**src/rtl/uart_cmd_parser.sv**
```systemverilog
// uart_cmd_parser
//   Decodes ASCII command frames from the UART receiver into registered
//   switch and button images. The two frame types are:
//     "S" + 4 hex digits + CR/LF  -> switch image
//     "B" + 2 hex digits + CR/LF  -> button image
//   A malformed frame is dropped in full and raises a single error strobe.
//
// Parameters
//   DATA_WIDTH    byte width (only 8 is supported)
//   SWITCH_COUNT  switch image width, 1..16
//   BUTTON_COUNT  button image width, 1..8
//
// Ports
//   clk          rising-edge clock
//   reset_n      synchronous active-low reset
//   ena          design enable; when low, all state holds and bytes are dropped
//   rx_data      received byte, qualified by rx_valid
//   rx_valid     one-cycle strobe per received byte
//   switch_data  registered switch image
//   button_data  registered button image
//   sw_update    one-cycle pulse after switch_data is written
//   btn_update   one-cycle pulse after button_data is written
//   cmd_error    one-cycle pulse after a frame is rejected
module uart_cmd_parser #(
  parameter int unsigned DATA_WIDTH   = 8,
  parameter int unsigned SWITCH_COUNT = 16,
  parameter int unsigned BUTTON_COUNT = 5
) (
  input  logic                    clk,
  input  logic                    reset_n,
  input  logic                    ena,
  input  logic [DATA_WIDTH-1:0]   rx_data,
  input  logic                    rx_valid,
  output logic [SWITCH_COUNT-1:0] switch_data,
  output logic [BUTTON_COUNT-1:0] button_data,
  output logic                    sw_update,
  output logic                    btn_update,
  output logic                    cmd_error
);

  localparam int unsigned ACC_W = 16;
  localparam int unsigned CNT_W = 3;

  localparam logic [7:0] CH_S  = 8'h53;
  localparam logic [7:0] CH_B  = 8'h42;
  localparam logic [7:0] CH_LF = 8'h0A;
  localparam logic [7:0] CH_CR = 8'h0D;

  localparam logic [CNT_W-1:0] SW_DIGITS  = CNT_W'(4);
  localparam logic [CNT_W-1:0] BTN_DIGITS = CNT_W'(2);

  typedef enum logic [1:0] {
    ST_IDLE    = 2'd0,
    ST_DIGITS  = 2'd1,
    ST_TERM    = 2'd2,
    ST_DISCARD = 2'd3
  } state_e;

  state_e                  state_q,   state_d;
  logic [ACC_W-1:0]        acc_q,     acc_d;
  logic [CNT_W-1:0]        cnt_q,     cnt_d;
  logic                    cmd_sw_q,  cmd_sw_d;
  logic [SWITCH_COUNT-1:0] switch_q,  switch_d;
  logic [BUTTON_COUNT-1:0] button_q,  button_d;
  logic                    sw_upd_q,  sw_upd_d;
  logic                    btn_upd_q, btn_upd_d;
  logic                    err_q,     err_d;

  logic [7:0]       rx_byte;
  logic             is_hex;
  logic [3:0]       nibble;
  logic             is_term;
  logic             sw_in_range;
  logic             btn_in_range;
  logic [CNT_W-1:0] cnt_inc;
  logic [CNT_W-1:0] n_digits;

  assign rx_byte = 8'(rx_data);

  // ASCII hex digit decode; accepts both letter cases
  always_comb begin
    is_hex = 1'b0;
    nibble = 4'h0;
    if (rx_byte >= 8'h30 && rx_byte <= 8'h39) begin
      is_hex = 1'b1;
      nibble = 4'(rx_byte - 8'h30);
    end else if (rx_byte >= 8'h41 && rx_byte <= 8'h46) begin
      is_hex = 1'b1;
      nibble = 4'(rx_byte - 8'h37);
    end else if (rx_byte >= 8'h61 && rx_byte <= 8'h66) begin
      is_hex = 1'b1;
      nibble = 4'(rx_byte - 8'h57);
    end
  end

  assign is_term = (rx_byte == CH_LF) || (rx_byte == CH_CR);

  // Value fits the image only if no accumulator bit above its width is set
  assign sw_in_range  = ((acc_q >> SWITCH_COUNT) == ACC_W'(0));
  assign btn_in_range = ((acc_q >> BUTTON_COUNT) == ACC_W'(0));

  assign cnt_inc  = cnt_q + CNT_W'(1);
  assign n_digits = cmd_sw_q ? SW_DIGITS : BTN_DIGITS;

  // Next-state and commit logic; one byte consumed per enabled rx_valid
  always_comb begin
    state_d   = state_q;
    acc_d     = acc_q;
    cnt_d     = cnt_q;
    cmd_sw_d  = cmd_sw_q;
    switch_d  = switch_q;
    button_d  = button_q;
    sw_upd_d  = 1'b0;
    btn_upd_d = 1'b0;
    err_d     = 1'b0;

    if (ena && rx_valid) begin
      unique case (state_q)
        ST_IDLE: begin
          if (rx_byte == CH_S || rx_byte == CH_B) begin
            cmd_sw_d = (rx_byte == CH_S);
            acc_d    = '0;
            cnt_d    = '0;
            state_d  = ST_DIGITS;
          end else if (!is_term) begin
            // Blank lines and CRLF pairs are silently skipped
            err_d   = 1'b1;
            state_d = ST_DISCARD;
          end
        end

        ST_DIGITS: begin
          if (is_hex) begin
            acc_d = {acc_q[ACC_W-5:0], nibble};
            cnt_d = cnt_inc;
            if (cnt_inc == n_digits) begin
              state_d = ST_TERM;
            end
          end else begin
            // An early terminator already ends the line, so no discard needed
            err_d   = 1'b1;
            state_d = is_term ? ST_IDLE : ST_DISCARD;
          end
        end

        ST_TERM: begin
          if (is_term) begin
            state_d = ST_IDLE;
            if (cmd_sw_q) begin
              if (sw_in_range) begin
                switch_d = acc_q[SWITCH_COUNT-1:0];
                sw_upd_d = 1'b1;
              end else begin
                err_d = 1'b1;
              end
            end else begin
              if (btn_in_range) begin
                button_d  = acc_q[BUTTON_COUNT-1:0];
                btn_upd_d = 1'b1;
              end else begin
                err_d = 1'b1;
              end
            end
          end else begin
            err_d   = 1'b1;
            state_d = ST_DISCARD;
          end
        end

        ST_DISCARD: begin
          if (is_term) begin
            state_d = ST_IDLE;
          end
        end

        default: begin
          state_d = ST_IDLE;
        end
      endcase
    end
  end

  // State and output registers; reset wins over ena
  always_ff @(posedge clk) begin
    if (!reset_n) begin
      state_q   <= ST_IDLE;
      acc_q     <= '0;
      cnt_q     <= '0;
      cmd_sw_q  <= 1'b0;
      switch_q  <= '0;
      button_q  <= '0;
      sw_upd_q  <= 1'b0;
      btn_upd_q <= 1'b0;
      err_q     <= 1'b0;
    end else begin
      state_q   <= state_d;
      acc_q     <= acc_d;
      cnt_q     <= cnt_d;
      cmd_sw_q  <= cmd_sw_d;
      switch_q  <= switch_d;
      button_q  <= button_d;
      sw_upd_q  <= sw_upd_d;
      btn_upd_q <= btn_upd_d;
      err_q     <= err_d;
    end
  end

  assign switch_data = switch_q;
  assign button_data = button_q;
  assign sw_update   = sw_upd_q;
  assign btn_update  = btn_upd_q;
  assign cmd_error   = err_q;

endmodule

```
**config.mk**
```make
export PLATFORM = sky130hd
export DESIGN_NAME = uart_cmd_parser
export DESIGN_NICKNAME = d
export VERILOG_FILES = /design/src/rtl/uart_cmd_parser.sv
export SDC_FILE = /design/constraint.sdc
export NUM_CORES = 1
export LEC_CHECK = 0
export ABC_AREA = 1
export CAP_MARGIN = 20
export CORE_ASPECT_RATIO = 1.1
export CORE_MARGIN = 4
export CORE_UTILIZATION = 48
export DETAILED_ROUTE_END_ITERATION = 12
export GPL_ROUTABILITY_DRIVEN = 0
export PLACE_DENSITY_LB_ADDON = 0.25
export SYNTH_ARGS = -nofsm -noshare
export SYNTH_HDL_FRONTEND = slang
export SYNTH_SLANG_ARGS = --single-unit
```
**constraint.sdc**
```tcl
create_clock -name clk -period 1.5 [get_ports clk]
set_clock_uncertainty 0.1 [all_clocks]
set_input_delay 0.15 -clock clk [delete_from_list [all_inputs] [get_ports clk]]
set_output_delay 0.15 -clock clk [all_outputs]
set_load 0.03 [all_outputs]
```
# [Yosys cells after proc, flatten, opt, wreduce, memory -nomap -nowiden]
# Index checks and enable logic that the tools add are counted.
[totals] register_bits=46 in_bits=12 word_cells=83
[op_classes] add_sub_neg=4 n_lt_le_gt_ge=6 n_eq_ne=13 mux=29 bitwise=5 reduce_logical=17
[op_table] cell="two-way mux 16 bit" n=2
[op_table] cell="case mux 16 bit (2 select lines)" n=1
[op_table] cell="equality test 8 x 4 -> 1 bit (second input constant)" n=2
[op_table] cell="equality test 8 x 7 -> 1 bit (second input constant)" n=2
[op_table] cell="greater-or-equal comparator 8 x 7 -> 1 bit (second input constant)" n=2
[op_table] cell="<= comparator 8 x 7 -> 1 bit (second input constant)" n=2
[op_table] cell="logical NOT 16 bit" n=1
[op_table] cell="AND reduction 4 bit" n=4
[op_table] cell="two-way mux 2 bit" n=6
[op_table] cell="two-way mux 4 bit" n=3
[op_table] cell="two-way mux 1 bit" n=11
[op_table] cell="two-way mux 3 bit" n=3
[op_table] cell="greater-or-equal comparator 8 x 6 -> 1 bit (second input constant)" n=1
[op_table] cell="<= comparator 8 x 6 -> 1 bit (second input constant)" n=1
[op_table] cell="case mux 2 bit (4 select lines)" n=1
[op_table] cell="subtractor 4 x 3 -> 4 bit (second input constant)" n=2
[op_table] cell="inequality test 2 bit (second input constant)" n=3
[op_table] cell="inequality test 3 bit (second input constant)" n=2
[op_table] cell="case mux 3 bit (2 select lines)" n=1
[op_table] cell="inverter 1 bit" n=5
[op_table] cell="AND reduction 5 bit" n=1
[op_table] cell="OR reduction 5 bit" n=1
[op_table] cell="equality test 2 bit (second input constant)" n=2
[op_table] cell="logical AND 1 bit" n=4
[op_table] cell="10 further kinds" n=11

# [Longest topological paths before layout]
# Gate-level depths: netlist of run 1.
[logic_depth] word_depth=7 depth_mapped=13

# [Worst setup path after synthesis of run 1]
# Ideal clock, no wire load.
[synth_path] path_kind="input to register" startpoint="in rx_data[0]" endpoint="reg switch_q[0], in the netlist switch_data[0]" setup_ns=0.116 t_arrival_ns=1.305 t_required_ns=1.284 path_slack_ns=-0.021 path_stages=10 path_cell_list="inv_1 > ha_1 > inv_1 > o21ai_0 > inv_1 > nor2_4 > nand3_2 > buf_2 > nor2_1 > nor2_1"
[synth_via] elab_chain_cells=3 word_cells_on_any_way=4 cone_classes="2 x eq/ne; 2 x reduce/logical"
[synth_rtl] element="from (decl)" line_no="32" source="input logic [DATA_WIDTH-1:0] rx_data,"
[synth_rtl] element="equality test 8 x 4 -> 1 bit" line_no="96" source="assign is_term = (rx_byte == CH_LF) || (rx_byte == CH_CR);"
[synth_rtl] element="logical OR 1 bit (*)" line_no="96"
[synth_rtl] element="AND reduction 4 bit (no source line) (*)"
[synth_rtl] element="to (signal assigned)" line_no="200" source="switch_q <= switch_d;"
[synth_rtl] element="to (decl)" line_no="63" source="logic [SWITCH_COUNT-1:0] switch_q, switch_d;"
# Mark *: on every way between the ends. The rest lies on a longest branch, timed or not.
# A chain may end at the register's enable or synchronous reset.

# [Worst setup path after layout of run 1]
[layout_path] startpoint="reg acc_q[5]" endpoint="reg err_q, in the netlist cmd_error"
[layout_via] elab_chain_cells=5
[layout_rtl] element="from (decl)" line_no="60" source="logic [ACC_W-1:0] acc_q, acc_d;"
[layout_rtl] element="from (signal assigned)" line_no="187" source="acc_q <= '0;"
[layout_rtl] element="from (signal assigned)" line_no="197" source="acc_q <= acc_d;"
[layout_rtl] element="logical NOT 16 bit" line_no="100" source="assign btn_in_range = ((acc_q >> BUTTON_COUNT) == ACC_W'(0));"
[layout_rtl] element="two-way mux 1 bit" line_no="157" source="if (btn_in_range) begin"
[layout_rtl] element="two-way mux 1 bit" line_no="149" source="if (cmd_sw_q) begin"
[layout_rtl] element="two-way mux 1 bit" line_no="147" source="if (is_term) begin"
[layout_rtl] element="case mux 1 bit (3 select lines)" line_no="118" source="unique case (state_q)"
[layout_rtl] element="to (signal assigned)" line_no="204" source="err_q <= err_d;"
[layout_rtl] element="to (decl)" line_no="67" source="logic err_q, err_d;"
# No other way between the ends.

==> impl_metrics.env, run 1 <==
export IMPL_status="finished, violations left"
export IMPL_failed_checks="negative setup slack"
export IMPL_stdcell_area_um2=3170
export IMPL_m1WireLength_um=2550
export IMPL_synth_area_um2=2230
export IMPL_worst_setup_path_start_kind="flip-flop"
export IMPL_coreArea_um2=4410
export IMPL_areaGrowthSynthToFinish_pct=41.8
export IMPL_max_slew_worst_pin_slew_ns=0.307
export IMPL_hold_buffers=0
export IMPL_drt_drc_violations_left=0
export IMPL_floorplan_initialDensity_pct=50.7
export IMPL_nets=414
export IMPL_met3_length_um=361
export IMPL_cts_path_max_buffers=2
export IMPL_syn_instance_count=320
export IMPL_seq_area_frac_synth_pct=41.2
export IMPL_viasPerCell=5.16
export IMPL_arrival_time_at_the_worst_endpoint_ns=1.60
export IMPL_layout_filler_cells=364
export IMPL_setup_worst_path_end_class="flip-flop"
export IMPL_max_freq_mhz=666
export IMPL_buffer_ports_inserted=35
export IMPL_count_of_flip_flops_with_a_built_in_enable_after_synthesis=0
export IMPL_most_frequent_cells_in_the_layout="sky130_fd_sc_hd__nand2_1, sky130_fd_sc_hd__nor2_1, sky130_fd_sc_hd__dfxtp_1"
export IMPL_detail_route_antenna_nets=0
export IMPL_totalNegativeSetupSlack_ns=-0.00245
export IMPL_timing_hold_worst_class="input pin to flip-flop"
export IMPL_final_hold_worst_slack_ns=0.232
export IMPL_synth_top_cells_by_area="sky130_fd_sc_hd__dfxtp_1, sky130_fd_sc_hd__nand2_1, sky130_fd_sc_hd__nor2_1"
export IMPL_largest_net_degree_at_the_start_of_global_routing=26
export IMPL_routed_wire_length_per_instance_um=13.9
export IMPL_row_count=25
export IMPL_synth_area_leader_cell="sky130_fd_sc_hd__dfxtp_1"
export IMPL_tritoncts_clock_tree="built"
export IMPL_pre_cts_slack_ns=-0.639
export IMPL_slew_viol_final=0
export IMPL_grt_first_pass_wirelength_um=9970
export IMPL_drt_total_wl_um=6300
export IMPL_synth_compound_area_share_pct=11.6
export IMPL_synth_simple_gate_area_share_pct=35.8
export IMPL_finish_utilization_pct=71.9
export IMPL_synth_mux_area_fraction_pct=0
export IMPL_layout_min_cycle_time_ns=1.50
export IMPL_via_count=2333
export IMPL_yosys_most_used_dff="sky130_fd_sc_hd__dfxtp_1"
export IMPL_post_synth_xor_area_fraction_pct=0.392
export IMPL_maxSlewHeadroom_pct=79.6
export IMPL_synthArstFlopShare_pct=0
export IMPL_length_in_cells_of_the_worst_reg_to_reg_path=9
export IMPL_grt_remaining_overflow=0
export IMPL_fp_dieH_um=79.6
export IMPL_clkLatencyLatePin_ns=0.30
export IMPL_ioPinCount=36
export IMPL_synth_top_family_by_area="simple AND/OR/NAND/NOR gates"
export IMPL_drt_pass1_iterations=4
export IMPL_synth_adder_area_share_pct=2.80
export IMPL_grt_antenna_before_repair=0
export IMPL_crit_required_ns=1.60
export IMPL_cts_sinks=46
export IMPL_insertedDiodeCount=0
export IMPL_dieArea_um2=5810
export IMPL_met2_wirelength_um=3280
export IMPL_htree_levels=2
export IMPL_min_delay_path_depth=6
export IMPL_drt_initial_drc_count=164
export IMPL_static_leakage_power_nw=1.51
export IMPL_global_route_usage_total_pct=21.9
export IMPL_top_signal_layer_used="met4"
export IMPL_setup_viol=1
export IMPL_finalHoldViolCount=0
export IMPL_synth_lib_cells_used_distinct=28
export IMPL_stdcell_count=452
export IMPL_crit_fanout=3
export IMPL_ir_drop_v=0.000514
export IMPL_placed_cells=426
export IMPL_numCtsBuffers=5
export IMPL_placed_area_um2=2800
export IMPL_final_min_period_over_clock_period_pct=100
export IMPL_fin_total_pwr_mw=2.35
export IMPL_rsz0062_at_grt="true"
export IMPL_synth_top_area_share_pct=41.2
export IMPL_most_common_cell_after_layout_fill_and_taps_aside="sky130_fd_sc_hd__nand2_1"
export IMPL_synth_seq_cells=46
export IMPL_syn_num_nets=337
export IMPL_dpl_hpwl_um=3640
export IMPL_first_global_vias=2228
export IMPL_synth_warning_count=0
export IMPL_powerDensity_nw_per_um2=743
export IMPL_kind_of_critical_path="flip-flop to flip-flop"
export IMPL_clkTransAtPathRegs_ns=0.09
export IMPL_die_w_um=73.1
export IMPL_drive_above_1_share_pct=26.9
export IMPL_ctsRootBufferMaster="sky130_fd_sc_hd__clkbuf_8"
export IMPL_cap_viol_max_count=0
export IMPL_fin_ws_ns=-0.00245
export IMPL_post_synth_cell_area_avg_um2=6.98
## synthesized netlist by cell type, types with 3 or more instances
master and number:
sky130_fd_sc_hd__nand2_4 4, sky130_fd_sc_hd__nand3_1 12, sky130_fd_sc_hd__inv_1 29, sky130_fd_sc_hd__ha_1 5
sky130_fd_sc_hd__dfxtp_1 46, sky130_fd_sc_hd__nand2_1 77, sky130_fd_sc_hd__clkbuf_1 3, sky130_fd_sc_hd__nor2_1 72
sky130_fd_sc_hd__a21oi_1 17, sky130_fd_sc_hd__a21oi_2 4, sky130_fd_sc_hd__o21ai_0 27, sky130_fd_sc_hd__buf_6 4
## repair_timing
action,in CTS,in global routing
pin swaps,14,15
resized for setup,60,37
cloned,4,0
setup buffers,8,7
setup endpoints to repair,69,41
endpoints found under the hold margin,0,0
## critical path: stages (launching register included)
cell and delay, ns:
sky130_fd_sc_hd__dfxtp_1 0.34, sky130_fd_sc_hd__inv_1 0.08, sky130_fd_sc_hd__nand2_1 0.07, sky130_fd_sc_hd__nor3_1 0.21
sky130_fd_sc_hd__nand2_2 0.14, sky130_fd_sc_hd__buf_4 0.17, sky130_fd_sc_hd__nand2_1 0.06, sky130_fd_sc_hd__a21oi_1 0.07
sky130_fd_sc_hd__nor2_1 0.11, sky130_fd_sc_hd__nor2_1 0.05
## routing by layer
metal / up-vias / GRT usage, %
li1: 1175 / -
met1: 1080 / 26.0
met2: 68 / 37.9
met3: 10 / 5.29
met4: 0 / 7.38
met5: - / 0
## flip-flops by register name (all words and copies together) (netlist names)
name / count
acc_q: 16
button_data: 5
cmd_error: 1
state_q: 2
cnt_q: 3
sw_update: 1
cmd_sw_q: 1
switch_data: 16
btn_update: 1
## logic make-up (layout without fill, tap and decap cells)
kind of cell    Yosys count  after routing
flops                    46             46
compound gates           49             49
buf+inv                  40            114
simple gates            179            183
fa+ha+maj                 5              5
xor+xnor                  1              1
## final cells by class
type                            instances  area [µm²]  share of cell area (%)
Sequential cell                        46         932                    29.4
Timing Repair Buffer                   75         638                    20.1
Multi-Input combinational cell        238        1320                    41.6
Clock inverter                          3        21.3                   0.671
Clock buffer                            5        68.8                    2.17
Tap cell                               54        67.6                    2.13
Inverter                               31         123                    3.87
## power breakdown
group          switching, mW  leakage, nW  internal (mW)
Combinational          0.198         1.09          0.144
Sequential            0.0149        0.374           1.23
Clock                  0.439       0.0441          0.328
Total                  0.652         1.51           1.70
## worst paths after layout
path | from | end | slack [ns]
setup / recovery | acc_q[5] | cmd_error | -0.002
setup reg to reg | acc_q[5] | cmd_error | -0.002
hold / removal | rx_data[2] | acc_q[2] | 0.23
hold reg to reg | acc_q[12] | acc_q[12] | 0.38
(Power assumes the default switching activity.)
==> run 2: changes to the inputs <==
--- a/config.mk
+++ b/config.mk
@@ -8,7 +8,6 @@
 export ABC_AREA = 1
 export CAP_MARGIN = 20
 export CORE_ASPECT_RATIO = 1.1
-export CORE_MARGIN = 4
 export CORE_UTILIZATION = 48
 export DETAILED_ROUTE_END_ITERATION = 12
 export GPL_ROUTABILITY_DRIVEN = 0
==> run 2 against run 1 <==
The run still ends with negative setup slack left; critical path depth shrank 1; wire length grew 2.5%; flip-flop and latch count is the same; critical path type unchanged; largest cell class unchanged.
==> impl_metrics.env, run 2 (synthesized netlist as in run 1, its figures left out) <==
export IMPL_layout_filler_cells=332
export IMPL_finalHoldViolCount=0
export IMPL_tritoncts_clock_tree="built"
export IMPL_drt_pass1_iterations=5
export IMPL_worst_setup_path_start_kind="flip-flop"
export IMPL_ioPinCount=36
export IMPL_drt_drc_violations_left=0
export IMPL_multi_input_comb_area_um2=1330
export IMPL_drive_above_1_share_pct=30.6
export IMPL_viasPerCell=5.26
export IMPL_cts_path_max_buffers=2
export IMPL_setup_worst_path_end_class="flip-flop"
export IMPL_largest_net_degree_at_the_start_of_global_routing=24
export IMPL_stdcell_area_um2=3270
export IMPL_failed_checks="negative setup slack"
export IMPL_coreArea_um2=4380
export IMPL_routed_wire_length_per_instance_um=14.1
export IMPL_fin_ws_ns=-0.0938
export IMPL_layout_min_cycle_time_ns=1.59
export IMPL_clkLatencyLatePin_ns=0.30
export IMPL_placed_area_um2=2840
export IMPL_grt_use_met2_pct=42.3
export IMPL_max_freq_mhz=627
export IMPL_htree_levels=2
export IMPL_met1_usage_pct=29.1
export IMPL_areaGrowthSynthToFinish_pct=46.3
export IMPL_via_count=2415
export IMPL_most_common_cell_after_layout_fill_and_taps_aside="sky130_fd_sc_hd__nand2_1"
export IMPL_first_global_vias=2071
export IMPL_cap_viol_max_count=0
export IMPL_nets=421
export IMPL_timing_hold_worst_class="input pin to flip-flop"
export IMPL_drt_initial_drc_count=224
export IMPL_buffer_ports_inserted=35
export IMPL_fp_dieH_um=73.6
export IMPL_ctsRootBufferMaster="sky130_fd_sc_hd__clkbuf_8"
export IMPL_kind_of_critical_path="flip-flop to flip-flop"
export IMPL_most_frequent_cells_in_the_layout="sky130_fd_sc_hd__nand2_1, sky130_fd_sc_hd__nor2_1, sky130_fd_sc_hd__buf_4"
export IMPL_crit_required_ns=1.59
export IMPL_grt_remaining_overflow=0
export IMPL_final_min_period_over_clock_period_pct=106
export IMPL_globalRoute_busiestLayer="met2"
export IMPL_arrival_time_at_the_worst_endpoint_ns=1.69
export IMPL_insertedDiodeCount=0
export IMPL_numCtsBuffers=5
export IMPL_static_leakage_power_nw=1.58
export IMPL_grt_first_pass_wirelength_um=9050
export IMPL_slew_viol_final=0
export IMPL_ir_drop_v=0.000842
export IMPL_crit_fanout=5
export IMPL_dieArea_um2=4930
export IMPL_setup_viol=8
export IMPL_grt_antenna_before_repair=0
export IMPL_totalNegativeSetupSlack_ns=-0.404
export IMPL_powerDensity_nw_per_um2=827
export IMPL_hold_buffers=0
export IMPL_placed_cells=433
export IMPL_floorplan_initialDensity_pct=51.0
export IMPL_row_count=25
export IMPL_pre_cts_slack_ns=-0.674
export IMPL_stdcell_count=459
export IMPL_seqCellArea_um2=930
export IMPL_fin_total_pwr_mw=2.70
export IMPL_detail_route_antenna_nets=0
export IMPL_maxSlewHeadroom_pct=79.4
export IMPL_die_w_um=67.1
export IMPL_clkTransAtPathRegs_ns=0.09
export IMPL_timing_hold_worst_start="rx_data[1]"
export IMPL_drt_total_wl_um=6450
export IMPL_status="finished, violations left"
export IMPL_global_route_usage_total_pct=24.5
export IMPL_grtUsageMet3_pct=4.66
export IMPL_timing_rr_start="acc_q[6]"
export IMPL_cts_sinks=46
export IMPL_startpoint="acc_q[6]"
export IMPL_max_slew_worst_pin_slew_ns=0.310
export IMPL_dpl_hpwl_um=3670
## run 2: cell types whose count changed in the layout (fill, tap and decap cells not counted), sizes merged
| cell | change |
|---|---|
| clkinv | -2 |
| dlygate4sd2 | +1 |
| nand2 | -1 |
| bufinv | +2 |
| buf | +7 |
## run 2: path summary, 6_finish.rpt
check / end / slack, ns / cells after the start
worst max register to register: button_data[3] / -0.09 / 8
worst min register to register: button_data[3] / 0.38 / 2
worst max-delay path: button_data[3] / -0.09 / 8
worst min-delay path: acc_q[1] / 0.21 / 5
## run 2: critical path, stage by stage (launching register included)
cell and delay, ns:
sky130_fd_sc_hd__dfxtp_2 0.34, sky130_fd_sc_hd__inv_2 0.06, sky130_fd_sc_hd__nand2_2 0.09, sky130_fd_sc_hd__nor3_4 0.26
sky130_fd_sc_hd__nand2_2 0.14, sky130_fd_sc_hd__nor2_2 0.15, sky130_fd_sc_hd__nand2_2 0.12, sky130_fd_sc_hd__o21ai_2 0.17
sky130_fd_sc_hd__nor2_1 0.06
## run 2: routing by layer
layer / share of wire [%] / vias to the layer above
met5: 0 / -
met4: 5.0 / 0
met3: 5.7 / 27
met2: 50 / 90
met1: 40 / 1107
li1: - / 1191
## run 2: layout make-up
class,instances,area share (%)
clock buffers,5,2.10
repair buffers,83,21.0
multi-input cells,237,40.6
clock inverters,3,2.10
well taps,54,2.07
flip-flops and latches,46,28.4
inverters,31,3.67
## run 2: stage by stage
| step | hold WS [ns] | util, % |
|---|---|---|
| final | 0.209 | 74.7 |
| after global routing | 0.237 | 74.7 |
| after detailed placement | 0.360 | 64.9 |
| after CTS | 0.352 | 69.1 |
| after global placement | 0.353 | 64.9 |
| after floorplan | 0.256 | - |
## run 2: repair_timing
| action | CTS | global route |
|---|---|---|
| setup buffers | 2 | 13 |
| gates cloned | 2 | 1 |
| setup endpoints to repair | 69 | 44 |
| pin swaps | 9 | 18 |
| resized for setup | 52 | 49 |
## run 2: where the power goes
| part | total [mW] | switching, mW | internal (mW) |
|---|---|---|---|
| Clock | 1.10 | 0.428 | 0.667 |
| Sequential | 1.24 | 0.0122 | 1.23 |
| Combinational | 0.364 | 0.208 | 0.155 |
| Total | 2.70 | 0.649 | 2.05 |
